===== config.mk =====
export PLATFORM = sky130hd
export DESIGN_NAME = frame_loader
export DESIGN_NICKNAME = d
export VERILOG_FILES = /design/src/rtl/frame_loader.sv
export SDC_FILE = /design/constraint.sdc
export NUM_CORES = 2
export LEC_CHECK = 0
export ABC_AREA = 1
export CAP_MARGIN = 0
export CORE_MARGIN = 4
export CORE_UTILIZATION = 48
export CTS_BUF_LIST = sky130_fd_sc_hd__clkbuf_2
export CTS_CLUSTER_DIAMETER = 150
export DETAILED_ROUTE_END_ITERATION = 8
export GPL_TIMING_DRIVEN = 1
export HOLD_SLACK_MARGIN = 0.08
export PLACE_DENSITY_LB_ADDON = 0.25
export SYNTH_ARGS = -nofsm -noshare
export SYNTH_HDL_FRONTEND = slang
export SYNTH_SLANG_ARGS = --single-unit

===== constraint.sdc =====
create_clock -name clk -period 3.1 [get_ports clk]
set_clock_uncertainty 0.2 [all_clocks]
set_input_delay 0.62 -clock clk [delete_from_list [all_inputs] [get_ports clk]]
set_output_delay 0.62 -clock clk [all_outputs]
set_load 0.03 [all_outputs]

===== src/rtl/frame_loader.sv =====
// Writer side of the cube display path: assembles a header + 64-row byte stream in a shadow
// buffer and commits it atomically to frame_cube_flat, pulsing sync on the first visible cycle.
module frame_loader #(
    parameter logic [7:0]  HEADER  = 8'hA5,
    parameter int unsigned TO_W    = 20,
    parameter int unsigned TIMEOUT = 500000
) (
    input  logic         clk,
    input  logic         rst_n,
    input  logic [7:0]   in_data,
    input  logic         in_valid,
    output logic         in_ready,
    output logic [511:0] frame_cube_flat,
    output logic         sync,
    output logic         busy,
    output logic         frame_err,
    output logic [7:0]   frame_count
);

    typedef enum logic [1:0] {
        ST_IDLE   = 2'd0,
        ST_LOAD   = 2'd1,
        ST_COMMIT = 2'd2
    } state_t;

    // Abort fires on the idle edge that would take the counter to TIMEOUT.
    localparam logic [TO_W-1:0] TO_LAST = TO_W'(TIMEOUT - 1);

    state_t            r_state;
    logic [511:0]      r_shadow;
    logic [511:0]      r_frame;
    logic [5:0]        r_row;
    logic [TO_W-1:0]   r_to_cnt;
    logic              r_sync;
    logic              r_err;
    logic [7:0]        r_count;
    logic              w_accept;

    assign in_ready        = (r_state != ST_COMMIT);
    assign busy            = (r_state == ST_LOAD) || (r_state == ST_COMMIT);
    assign w_accept        = in_valid && in_ready;
    assign frame_cube_flat = r_frame;
    assign sync            = r_sync;
    assign frame_err       = r_err;
    assign frame_count     = r_count;

    always_ff @(posedge clk or negedge rst_n) begin
        if (!rst_n) begin
            r_state  <= ST_IDLE;
            r_shadow <= '0;
            r_frame  <= '0;
            r_row    <= '0;
            r_to_cnt <= '0;
            r_sync   <= 1'b0;
            r_err    <= 1'b0;
            r_count  <= '0;
        end else begin
            r_sync <= 1'b0;
            r_err  <= 1'b0;
            case (r_state)
                ST_IDLE: begin
                    if (w_accept && (in_data == HEADER)) begin
                        r_state  <= ST_LOAD;
                        r_row    <= '0;
                        r_to_cnt <= '0;
                    end
                end
                ST_LOAD: begin
                    if (w_accept) begin
                        // A HEADER-valued byte here is row data, not a restart.
                        r_shadow[{r_row, 3'b000} +: 8] <= in_data;
                        r_row    <= r_row + 6'd1;
                        r_to_cnt <= '0;
                        if (r_row == 6'd63) begin
                            r_state <= ST_COMMIT;
                        end
                    end else if (r_to_cnt == TO_LAST) begin
                        r_state  <= ST_IDLE;
                        r_err    <= 1'b1;
                        r_to_cnt <= '0;
                    end else begin
                        r_to_cnt <= r_to_cnt + TO_W'(1);
                    end
                end
                ST_COMMIT: begin
                    r_frame <= r_shadow;
                    r_sync  <= 1'b1;
                    r_count <= r_count + 8'd1;
                    r_state <= ST_IDLE;
                end
                default: begin
                    r_state <= ST_IDLE;
                end
            endcase
        end
    end

endmodule

==> metrics.yaml <==
outcome: "finished with violations"
violations: "negative setup slack"
critPathBufInv: 4
stdcell_count: 6964
port_buffers: 534
clk_pin_slew_ns: 0.10
synth_flop_cell: "dfrtp_1"
syn_area_per_cell_um2: 8.72
path_delay_family: "buffers and inverters"
place_inst: 6469
cap_violations: 0
nNetsFinal: 5659
path_class: "in -> reg"
cts.sinks: 1062
setup_viol: 8
cp_data_arrival_time_ns: 4.30
netlist_area_um2: 42500
synth_edf_count: 0
synth_cell_type_count: 36
synth_seq_cells: 1062
initial_core_util: 0.487
synth_warnings: 0
htree_levels: 5
worstMarginPinSlew_ns: 1.23
met2_length_mm: 63.2
rrSetupSlack_ns: 0.11
syn_nets: 4897
cp.depth: 10
endpoint_kind: "register"
rsz0062_at_grt: "true"
drtIter0Drc: 3330
die_w_um: 306
wl_met1_mm: 57.2
synthCells: 4877
vias: 36277
drive_gt1_frac: 0.209
overflow: 0
layout_worst_path_cycle_share: 1.02
clk_latency_ns: 1.44
gp_congestion: 0.944
cts-root-buf: "clkbuf_2"
avgRoutedWirePerCell_um: 20.1
cts_buffers: 289
die_area_um2: 93400
cp_slowest_cell: "dlygate4sd3_1"
fmaxAchievable_mhz: 315
hold_viol: 0
grt_max_degree: 203
clk_path_buf_depth: 4
synth.top_cell.area_share: 0.625
slowest_delay_ns: 0.92
cts_tree: "built"
path_cells: "dlygate4sd3_1 > dlygate4sd3_1 > buf_2 > dlygate4sd3_1 > nand3_1 > nor2_1 > nand2_1 > nor2_1 > nand2_1 > nand2_1"
worst_setup_path_start_kind: "input port"
min_period_ns: 3.17
drt-total-wl_mm: 140
power_mw: 32.9
power_density_nw_per_um2: 652
first_pass_iters: 6
hold_class: "reg -> reg"
drv_slew: 0
cp.required_ns: 4.23
cp_max_fo: 5
async_flop_share: 1.00
grt_pass1_wl_mm: 216
fin_ws_ns: -0.0747
holdPathStages: 2
areaGrowthSynthToFinish_pct: 18.6
core_area_um2: 87300
grt_antenna_before_repair: 3
vias_per_cell: 5.21
detail-route-antenna-nets: 0
synth-seq-area-share: 0.625
top_layer_used: "met5"
grt_pass1_vias: 36078
synth_area_leaders: "dfrtp_1 (62%), nand2_1 (24%), nand4_1 (2.1%)"
reg2regPathDepth: 11
grtUsageTotal: 0.299
peakVddDrop_mv: 0.702
hpwl_mm: 96.6
drc: 0
num_rows: 108
relSlewSlack: 0.182
place_ws_ns: 0.124
dieHeight_um: 306
p_leak_nw: 29.1
yosysTopAreaCell: "dfrtp_1"
io_pins: 535
routed-wl-met3_mm: 13.2
-- cells in the final DEF (no fill, tap or decap), types with 2 or more instances in the layout --
cell type        instances
nand2_1               2666
dfrtp_1               1059
clkbuf_2               405
buf_2                  397
nor2_1                 193
nand4_1                144
buf_4                  138
clkdlybuf4s15_2        117
o21ai_0                116
nand3_1                115
inv_1                  104
o21ai_1                 52
clkinv_1                42
a21oi_1                 29
dlygate4sd3_1           26
nand2_2                 25
nor2_4                  24
buf_12                  24
inv_2                   20
nor3_1                  14
xor2_1                  14
nand3_2                 11
o21ai_2                 11
buf_6                    8
ha_1                     7
nand2_4                  6
nor2_2                   6
clkinv_2                 4
nand4_2                  3
nor2_8                   3
o21bai_1                 3
dfrtp_2                  3
inv_4                    2
nand3b_1                 2
ha_4                     2
bufinv_16                2
-- cell usage after synthesis (all sizes together) (2+ instances only) --
library cell,instances
o21bai,3
clkbuf,141
xor2,14
nand2,2697
inv,120
dfrtp,1062
nand4,147
nor3,14
o21ai,180
a21oi,29
nand3,126
nor2,226
nand3b,2
buf,101
ha,9
-- area by class of cell --
cell class / instances / area [um^2]
antenna: 1 / 2.50
multi-input combinational: 3452 / 14500
clock buffer: 405 / 2030
sequential: 1062 / 26600
fill: 8237 / 36800
timing repair buffer: 713 / 5200
inverter: 121 / 472
clock inverter: 55 / 264
tap: 1155 / 1450
-- final timing paths --
path	to	startpoint
min in group asynchronous	frame_cube_flat[235]	rst_n
hold reg to reg	frame_cube_flat[122]	r_shadow[122]
setup reg to reg	r_shadow[206]	r_row[1]
hold / removal	frame_cube_flat[122]	r_shadow[122]
setup / recovery	r_shadow[234]	in_data[2]
max in group asynchronous	r_shadow[13]	rst_n
-- metrics by stage --
stage	TNS, ns	area [um^2]	hold slack (ns)	utilization
3_5_place_dp	0	49600	0.257	0.568
6_report	-0.204	50400	0.211	0.578
2_1_floorplan	0	42500	0.124	-
3_3_place_gp	0	49600	0.253	0.568
4_1_cts	-0.372	50400	0.101	0.578
5_1_grt	-0.414	50400	0.229	0.578
-- routing by layer --
| metal | up-vias | global-route usage |
|---|---|---|
| met5 | - | 0 |
| met4 | 4 | 0.145 |
| met3 | 297 | 0.0957 |
| met2 | 1550 | 0.453 |
| met1 | 17559 | 0.394 |
| li1 | 16867 | - |
-- cell families after synthesis --
family / synth area share
DFF: 0.625
AOI/OAI and AO/OA: 0.0264
xor gates and xnor gates: 0.00309
adders and majority gates: 0.00265
buffers and inverters: 0.0373
and+or+nand+nor: 0.306
-- where the power goes --
group / internal, mW / switching, mW
combinational: 1.91 / 6.67
clock: 3.61 / 5.66
sequential: 14.6 / 0.480
total: 20.1 / 12.8
-- worst register-to-register path: stages, from the launching register on --
cell	delay, ns
dfrtp_1	0.44
inv_1	0.15
ha_1	0.23
nand2_4	0.09
o21ai_0	0.35
o21ai_4	0.20
buf_4	0.20
nand2_1	0.46
buf_4	0.33
nor2_1	0.08
nand2_1	0.08
nand2_1	0.05
-- state kept, by name, indices dropped and copies added, names as in the netlist --
name / cells
frame_count: 8
frame_cube_flat: 512
frame_err: 1
r_row: 6
r_shadow: 512
r_state: 2
r_to_cnt: 20
sync: 1
-- repair_timing --
item                       4_1_cts  5_1_grt
setup buffers                    4        3
resized for setup             2397       26
pin swaps                        2        1
setup endpoints to repair      524       59
hold buffers                    27        0
hold endpoints to repair      1595        0
Note: power is estimated with default switching activity, not from simulation.
